[config.mk]
export PLATFORM = sky130hd
export DESIGN_NAME = ins_decoder
export DESIGN_NICKNAME = d
export VERILOG_FILES = /design/src/rtl/ins_decoder.sv
export SDC_FILE = /design/constraint.sdc
export NUM_CORES = 1
export LEC_CHECK = 0
export CAP_MARGIN = 30
export CORE_ASPECT_RATIO = 0.9
export CORE_UTILIZATION = 35
export CTS_BUF_LIST = sky130_fd_sc_hd__clkbuf_4
export CTS_CLUSTER_DIAMETER = 50
export DETAILED_ROUTE_END_ITERATION = 12
export PLACE_DENSITY = 0.66
export SETUP_SLACK_MARGIN = 0.05
export SLEW_MARGIN = 0
export SYNTH_ARGS = -nofsm -noshare
export SYNTH_HDL_FRONTEND = slang
export SYNTH_SLANG_ARGS = --single-unit
[constraint.sdc]
create_clock -name clk -period 6 [get_ports clk]
set_clock_uncertainty 0.05 [all_clocks]
set_input_delay 0.6 -clock clk [delete_from_list [all_inputs] [get_ports clk]]
set_output_delay 0.6 -clock clk [all_outputs]
set_load 0.05 [all_outputs]
[src/rtl/ins_decoder.sv]
// Instruction decoder: accepts 64-bit words and dispatches load/calc/save fields or applies layer
// config once downstream units are idle. Define INS_ERR_CHECK_EN to enable illegal-opcode trapping.
module ins_decoder #(
    parameter int unsigned INST_W = 64,
    parameter int unsigned CNT_W  = 16
) (
    input  logic              clk,
    input  logic              rst,

    input  logic [INST_W-1:0] ins,
    input  logic              ins_valid,
    output logic              ins_ready,

    output logic              ld_valid,
    input  logic              ld_ready,
    output logic [3:0]        ld_op,
    output logic [5:0]        ld_buf_id,
    output logic [7:0]        ld_size,
    output logic [31:0]       ld_addr,

    output logic              calc_valid,
    input  logic              calc_ready,
    output logic              calc_cut_y,
    output logic              calc_is_new,
    output logic [5:0]        calc_pe_id,
    output logic [3:0]        calc_pad_code,
    output logic [7:0]        calc_pix_num,
    output logic [7:0]        calc_idx_num,

    output logic              sv_valid,
    input  logic              sv_ready,
    output logic [3:0]        sv_op,
    output logic [5:0]        sv_buf_id,
    output logic [31:0]       sv_addr,

    input  logic              ld_busy,
    input  logic              calc_busy,
    input  logic              sv_busy,

    output logic [3:0]        cfg_layer_type,
    output logic              cfg_pool,
    output logic              cfg_relu,
    output logic [3:0]        cfg_ich_seg,
    output logic [3:0]        cfg_och_seg,
    output logic [7:0]        cfg_in_w,
    output logic [7:0]        cfg_out_w,

    output logic [CNT_W-1:0]  ins_cnt,
    output logic              err_flag,
    output logic [INST_W-1:0] err_ins
);

    typedef enum logic [1:0] {
        StIdle,
        StDispatch,
        StCfgWait
    } state_e;

    state_e             state_q, state_d;
    logic               ready_q;
    logic               ld_valid_q, ld_valid_d;
    logic               calc_valid_q, calc_valid_d;
    logic               sv_valid_q, sv_valid_d;
    logic [CNT_W-1:0]   cnt_q, cnt_d;
    logic [29:0]        cfg_word_q;
    logic               xfer, illegal;
    logic               load_ld, load_calc, load_sv, latch_cfg, apply_cfg;
    logic [1:0]         ins_type;
    logic [3:0]         ins_op;

    assign ins_type   = ins[63:62];
    assign ins_op     = ins[61:58];
    assign xfer       = ins_valid && ready_q;
    assign ins_ready  = ready_q;
    assign ld_valid   = ld_valid_q;
    assign calc_valid = calc_valid_q;
    assign sv_valid   = sv_valid_q;
    assign ins_cnt    = cnt_q;

    always_comb begin
        illegal = 1'b0;
`ifdef INS_ERR_CHECK_EN
        unique case (ins_type)
            2'b00:   illegal = !(ins_op inside {4'd0, 4'd1, 4'd4, 4'd5, 4'd6, 4'd7});
            2'b10:   illegal = !(ins_op inside {4'd0, 4'd8, 4'd9, 4'd10, 4'd11});
            2'b11:   illegal = (ins_op > 4'd5);
            default: illegal = 1'b0;
        endcase
`endif
    end

    always_comb begin
        state_d      = state_q;
        ld_valid_d   = ld_valid_q;
        calc_valid_d = calc_valid_q;
        sv_valid_d   = sv_valid_q;
        cnt_d        = cnt_q;
        load_ld      = 1'b0;
        load_calc    = 1'b0;
        load_sv      = 1'b0;
        latch_cfg    = 1'b0;
        apply_cfg    = 1'b0;
        unique case (state_q)
            StIdle: begin
                // Illegal words are swallowed here; the error registers record them.
                if (xfer && !illegal) begin
                    unique case (ins_type)
                        2'b00: begin
                            load_ld    = 1'b1;
                            ld_valid_d = 1'b1;
                            state_d    = StDispatch;
                        end
                        2'b01: begin
                            load_calc    = 1'b1;
                            calc_valid_d = 1'b1;
                            state_d      = StDispatch;
                        end
                        2'b10: begin
                            load_sv    = 1'b1;
                            sv_valid_d = 1'b1;
                            state_d    = StDispatch;
                        end
                        default: begin
                            latch_cfg = 1'b1;
                            state_d   = StCfgWait;
                        end
                    endcase
                end
            end
            StDispatch: begin
                if ((ld_valid_q && ld_ready) || (calc_valid_q && calc_ready) ||
                    (sv_valid_q && sv_ready)) begin
                    ld_valid_d   = 1'b0;
                    calc_valid_d = 1'b0;
                    sv_valid_d   = 1'b0;
                    cnt_d        = cnt_q + {{(CNT_W-1){1'b0}}, 1'b1};
                    state_d      = StIdle;
                end
            end
            StCfgWait: begin
                if (!ld_busy && !calc_busy && !sv_busy) begin
                    apply_cfg = 1'b1;
                    cnt_d     = cnt_q + {{(CNT_W-1){1'b0}}, 1'b1};
                    state_d   = StIdle;
                end
            end
            default: state_d = StIdle;
        endcase
    end

    // ins_ready is registered so it stays low throughout reset and rises on the first edge after.
    always_ff @(posedge clk or posedge rst) begin
        if (rst) begin
            state_q      <= StIdle;
            ready_q      <= 1'b0;
            ld_valid_q   <= 1'b0;
            calc_valid_q <= 1'b0;
            sv_valid_q   <= 1'b0;
            cnt_q        <= '0;
        end else begin
            state_q      <= state_d;
            ready_q      <= (state_d == StIdle);
            ld_valid_q   <= ld_valid_d;
            calc_valid_q <= calc_valid_d;
            sv_valid_q   <= sv_valid_d;
            cnt_q        <= cnt_d;
        end
    end

    always_ff @(posedge clk or posedge rst) begin
        if (rst) begin
            ld_op         <= '0;
            ld_buf_id     <= '0;
            ld_size       <= '0;
            ld_addr       <= '0;
            calc_cut_y    <= 1'b0;
            calc_is_new   <= 1'b0;
            calc_pe_id    <= '0;
            calc_pad_code <= '0;
            calc_pix_num  <= '0;
            calc_idx_num  <= '0;
            sv_op         <= '0;
            sv_buf_id     <= '0;
            sv_addr       <= '0;
        end else begin
            if (load_ld) begin
                ld_op     <= ins[61:58];
                ld_buf_id <= ins[57:52];
                ld_size   <= ins[39:32];
                ld_addr   <= ins[31:0];
            end
            if (load_calc) begin
                calc_cut_y    <= ins[59];
                calc_is_new   <= ins[58];
                calc_pe_id    <= ins[57:52];
                calc_pad_code <= ins[51:48];
                calc_pix_num  <= ins[47:40];
                calc_idx_num  <= ins[39:32];
            end
            if (load_sv) begin
                sv_op     <= ins[61:58];
                sv_buf_id <= ins[57:52];
                sv_addr   <= ins[31:0];
            end
        end
    end

    always_ff @(posedge clk or posedge rst) begin
        if (rst) begin
            cfg_word_q     <= '0;
            cfg_layer_type <= '0;
            cfg_pool       <= 1'b0;
            cfg_relu       <= 1'b0;
            cfg_ich_seg    <= '0;
            cfg_och_seg    <= '0;
            cfg_in_w       <= '0;
            cfg_out_w      <= '0;
        end else begin
            if (latch_cfg) begin
                cfg_word_q <= ins[61:32];
            end
            if (apply_cfg) begin
                cfg_layer_type <= cfg_word_q[29:26];
                cfg_pool       <= cfg_word_q[25];
                cfg_relu       <= cfg_word_q[24];
                cfg_ich_seg    <= cfg_word_q[23:20];
                cfg_och_seg    <= cfg_word_q[19:16];
                cfg_in_w       <= cfg_word_q[15:8];
                cfg_out_w      <= cfg_word_q[7:0];
            end
        end
    end

`ifdef INS_ERR_CHECK_EN
    logic set_err;
    assign set_err = (state_q == StIdle) && xfer && illegal;

    always_ff @(posedge clk or posedge rst) begin
        if (rst) begin
            err_flag <= 1'b0;
            err_ins  <= '0;
        end else if (set_err) begin
            // Only the first offending word is kept.
            if (!err_flag) begin
                err_ins <= ins;
            end
            err_flag <= 1'b1;
        end
    end
`else
    assign err_flag = 1'b0;
    assign err_ins  = '0;
`endif

endmodule
* Word level (Yosys, flattened, before mapping)
Index checks and enable logic that the tools add are counted.
** Word-level totals
- Bits in writable memories :: 0
- Bits in registers :: 202
- Memories kept :: 0
- Word-level logic and storage cells :: 91
- Output and inout bits :: 235
- Bits in read-only memories :: 0
- Latch bits :: 0
- Input port bits :: 73
** Operators by class
- Divide/modulo/power cells :: 0
- Shifts and indexed selects :: 0
- Add/subtract/negate cells :: 1
- Bitwise gates (word level) :: 0
- Multiplexer cells :: 32
- Reduce and logical (&&, ||, !) cells :: 21
- Multipliers :: 0
- Equal/unequal tests :: 10
- $lt $le $gt $ge :: 0
** Operator list (count)
- $mux 16 :: 2
- $pmux 16 s2 :: 1
- $mux 1 :: 21
- $add 16x1->16 const B :: 1
- $reduce_and 4->1 :: 3
- $mux 2 :: 4
- $logic_and 1x1->1 :: 6
- $logic_not 2->1 :: 3
- $ne 2x1->1 const B :: 3
- $ne 2x2->1 const B :: 3
- $pmux 1 s2 :: 3
- $pmux 2 s3 :: 1
- $eq 2x1->1 const B :: 2
- $eq 2x2->1 const B :: 2
- $reduce_bool 2->1 :: 2
- $logic_not 1->1 :: 3
- $reduce_and 3->1 :: 1
- $reduce_or 3->1 :: 1
- $logic_or 1x1->1 :: 2

* Longest topological paths before layout
- Word-level depth :: 6
- Gate-level depth with buffers :: 5
- Gate-level depth less buffers :: 4

* Worst setup path before layout
Ideal clock, no wire load.
- Kind :: reg2reg
- Start :: register ld_valid_q (netlist: ld_valid)
- End :: register cnt_q[13] (netlist: ins_cnt[13])
- Path buffers :: 1
- Clock period less this slack :: 1.986 ns
- Setup time :: 0.141 ns
- Arrival time :: 1.794 ns
- Required time :: 5.809 ns
- Setup slack :: 4.014 ns
- Cell stages (with the launch flop) :: 6
- Cells stage by stage :: dfrtp_1 > a222oi_1 > o22ai_2 > buf_6 > nand4_1 > xnor2_1
** Between the ends
- Longest elaborated chain between the ends :: 5
** RTL lines
- from (decl) :: line 61 : logic ld_valid_q, ld_valid_d;
- from (signal assigned) :: line 163 : ld_valid_q <= ld_valid_d;
- $logic_and 1x1->1 :: line 131 : if ((ld_valid_q && ld_ready) || (calc_valid_q && calc_ready) ||
- $logic_or 1x1->1 (2 in a row) :: line 131
- $ne 2x2->1 (no line)
- $reduce_and 3->1 (no line)
- to (signal assigned) :: line 166 : cnt_q <= cnt_d;
- to (decl) :: line 64 : logic [CNT_W-1:0] cnt_q, cnt_d;
No other way between the ends.
A chain may end at the register's enable or synchronous reset.

* Final worst setup path
- Start :: register cnt_q[2] (netlist: ins_cnt[2])
- End :: output port ins_cnt[2]
** RTL lines
- to (decl) :: line 48 : output logic [CNT_W-1:0] ins_cnt,
No word-level cell between the ends.

==> results.toml <==
[run_status]
outcome = "completed"

[logic_synthesis]
yosys-top-cells-count = "202 x dfrtp_1, 160 x mux2_1, 65 x buf_4"
synthAdderAreaFrac = 0.00153
syn_avg_cell_area_sq_um = 15.0
synth-edff-count = 0
seq_area_frac_synth = 0.620
ys_seq_elements = 202
ys_warn_count = 0
synth_top_family_by_area = "multiplexers"
yosys.area_share.simple = 0.0307
syn_inst = 544
synth_area_sq_um = 8150
synth_top_area_share = 0.620
netlist_top_cells_area = "dfrtp_1 62%, mux2_1 22%, buf_4 6.0%, mux2_2 2.9%, xnor2_1 1.5%"
synth.most_common_cell = "dfrtp_1"
synth_compound_area_frac = 0.00767
synth_flop_cell = "dfrtp_1"
synth-xor-area-share = 0.0161
synth-async-reset-ratio = 1.00
synth_area_leader_cell = "dfrtp_1"
synthMuxAreaShare = 0.250
ys_types = 30

[sta]
max_slew.worst_pin.slew_ps = 894
setup_viol = 0
fin_ws_ps = 3410
grt_setup_unrepaired = "false"
hold_violations = 0
period_share = 0.431
period_minus_slack_ps = 2590
tns_ps = 0
whs_ps = 359
fmax_mhz = 387
final-max-slew-violation-count = 0
slew_headroom = 0.404

[route]
drt-initial-drc-count = 199
drc_errors = 0
drtPass1Iterations = 4
avgRoutedWirePerCell_microns = 16.0
ant_nets = 0
drt_wl_total_microns = 18600
vias = 5133
avgViaCountPerCell = 4.43

[run]
drv_cap = 0

[clock_network]
cts_tree = "built"
insertion_delay_ps = 620
cts.sinks = 202
root_buffer = "clkbuf_4"
cts_max_level = 2
postCtsHoldBufs = 0
clock_path_buffers = 3
cts_setup_buffers = 0
path_clk_slew_ps = 60
ctsResizeCount = 0
cts-buffers-inserted = 53

[die]
initial_utilization = 0.360
die_height_microns = 147
io_pins = 308
rows = 52
dieWidth_microns = 163
core_area_sq_um = 22600
die_area_sq_um = 23900

[global_routing]
grt_pass1_wl_microns = 29500
grt_pass1_vias = 5339
grt_overflow_total = 0
grt_max_degree = 106
antenna_found_initial = 0
track_usage = 0.157

[placement]
placed_cells = 1068
port_buffers = 242
place_ws_ps = 3100
globalplace.congestion = 0.732
dp_hpwl_microns = 12400

[worst_setup_path]
cp.required_ps = 5350
reg2reg_depth = 3
crit_chain = "clkdlybuf4s50_1"
cp-start-kind = "flop"
worst_path_max_delay_cell = "clkdlybuf4s50_1"
crit_buf_inv = 1
path_delay_family = "buffers and inverters"
arrival_ps = 1940
slowest_delay_ps = 860
path_depth = 1
path_max_fanout = 6
crit_path_end_kind = "primary output"
worst-setup-path-type = "reg2out"

[min_path]
hold_path_class = "in2async"

[cells_and_area]
drive_gt1_frac = 0.136
antenna_cells = 0
multiInputGateArea_sq_um = 2750
nets = 900
stdcell_count = 1160
fill_cells = 2009
regArea_sq_um = 5050
syn_to_final_growth_pct = 39.1

[power]
ir_drop_uv = 298
finalPower_mw = 7.13
power_leakage_nw = 5.06
power.density_nw_per_um2 = 628
[through the flow]
| stage | util | cell area (sq um) |
|---|---|---|
| global route | 0.501 | 11300 |
| finish | 0.501 | 11300 |
| CTS | 0.501 | 11300 |
| floorplan | - | 8400 |
| global placement | 0.471 | 10700 |
| detailed placement | 0.471 | 10700 |
[cells in the final DEF (no fill, tap or decap), types with 5 or more instances in the layout]
cell	n
mux2_2	21
mux2_1	160
conb_1	65
nand2_1	5
clkbuf_4	81
nand3_1	8
nor2_1	8
xnor2_1	14
dfrtp_1	202
a21oi_1	5
clkdlybuf4s50_1	242
clkinv_1	9
nand4_1	8
[state kept, by name, summed over array words and instances, names as in the netlist, 6 cells and up]
register,cells
cfg_in_w,8
ld_buf_id,6
cfg_word_q,30
ins_cnt,16
calc_pe_id,6
sv_addr,32
calc_pix_num,8
cfg_out_w,8
ld_size,8
ld_addr,32
calc_idx_num,8
sv_buf_id,6
[layer usage]
layer / part of all wire / vias up / global-route usage
met4: 0.017 / 0 / 0.0509
li1: - / 2353 / -
met2: 0.47 / 220 / 0.249
met1: 0.43 / 2522 / 0.200
met5: 0 / - / 0
met3: 0.088 / 38 / 0.0553
[final cells by class]
| type | count | share of cell area |
|---|---|---|
| Multi-Input combinational cell | 319 | 0.243 |
| Sequential cell | 202 | 0.446 |
| Clock buffer | 81 | 0.0536 |
| Clock inverter | 11 | 0.00607 |
| Timing Repair Buffer | 247 | 0.218 |
| Inverter | 3 | 0.00132 |
| Tap cell | 297 | 0.0328 |
[report_power, final]
| group | internal (mW) | leakage (nW) | total, mW | switching, mW |
|---|---|---|---|---|
| Combinational | 1.23 | 2.15 | 3.66 | 2.43 |
| Sequential | 1.97 | 2.51 | 2.28 | 0.310 |
| Clock | 0.652 | 0.405 | 1.19 | 0.538 |
| Total | 3.85 | 5.06 | 7.13 | 3.28 |
[cells by family (layout without fill, tap and decap cells)]
family / count (synthesis) / in the layout
AO/OA/AOI/OAI: 9 / 9
buffers and inverters: 87 / 342
flip-flops: 202 / 202
XOR/XNOR: 15 / 15
other: 1 / 65
multiplexers: 181 / 181
adder cells (fa/ha/maj): 1 / 1
AND/OR/NAND/NOR: 48 / 48
[final timing paths]
check,from,endpoint,slack (ps)
max in group asynchronous,rst,cfg_word_q[22]$_DFFE_PP0P_,4250
worst min-delay path,rst,ld_addr[29]$_DFFE_PP0P_,360
worst max-delay path,ins_cnt[2]$_DFFE_PP0P_,ins_cnt[2],3410
worst max register to register,ld_valid$_DFFE_PP0P_,ins_cnt[1]$_DFFE_PP0P_,3720
worst min register to register,cfg_word_q[22]$_DFFE_PP0P_,cfg_ich_seg[2]$_DFFE_PP0P_,420
min in group clk,cfg_word_q[22]$_DFFE_PP0P_,cfg_ich_seg[2]$_DFFE_PP0P_,420
(Power assumes the default switching activity.)
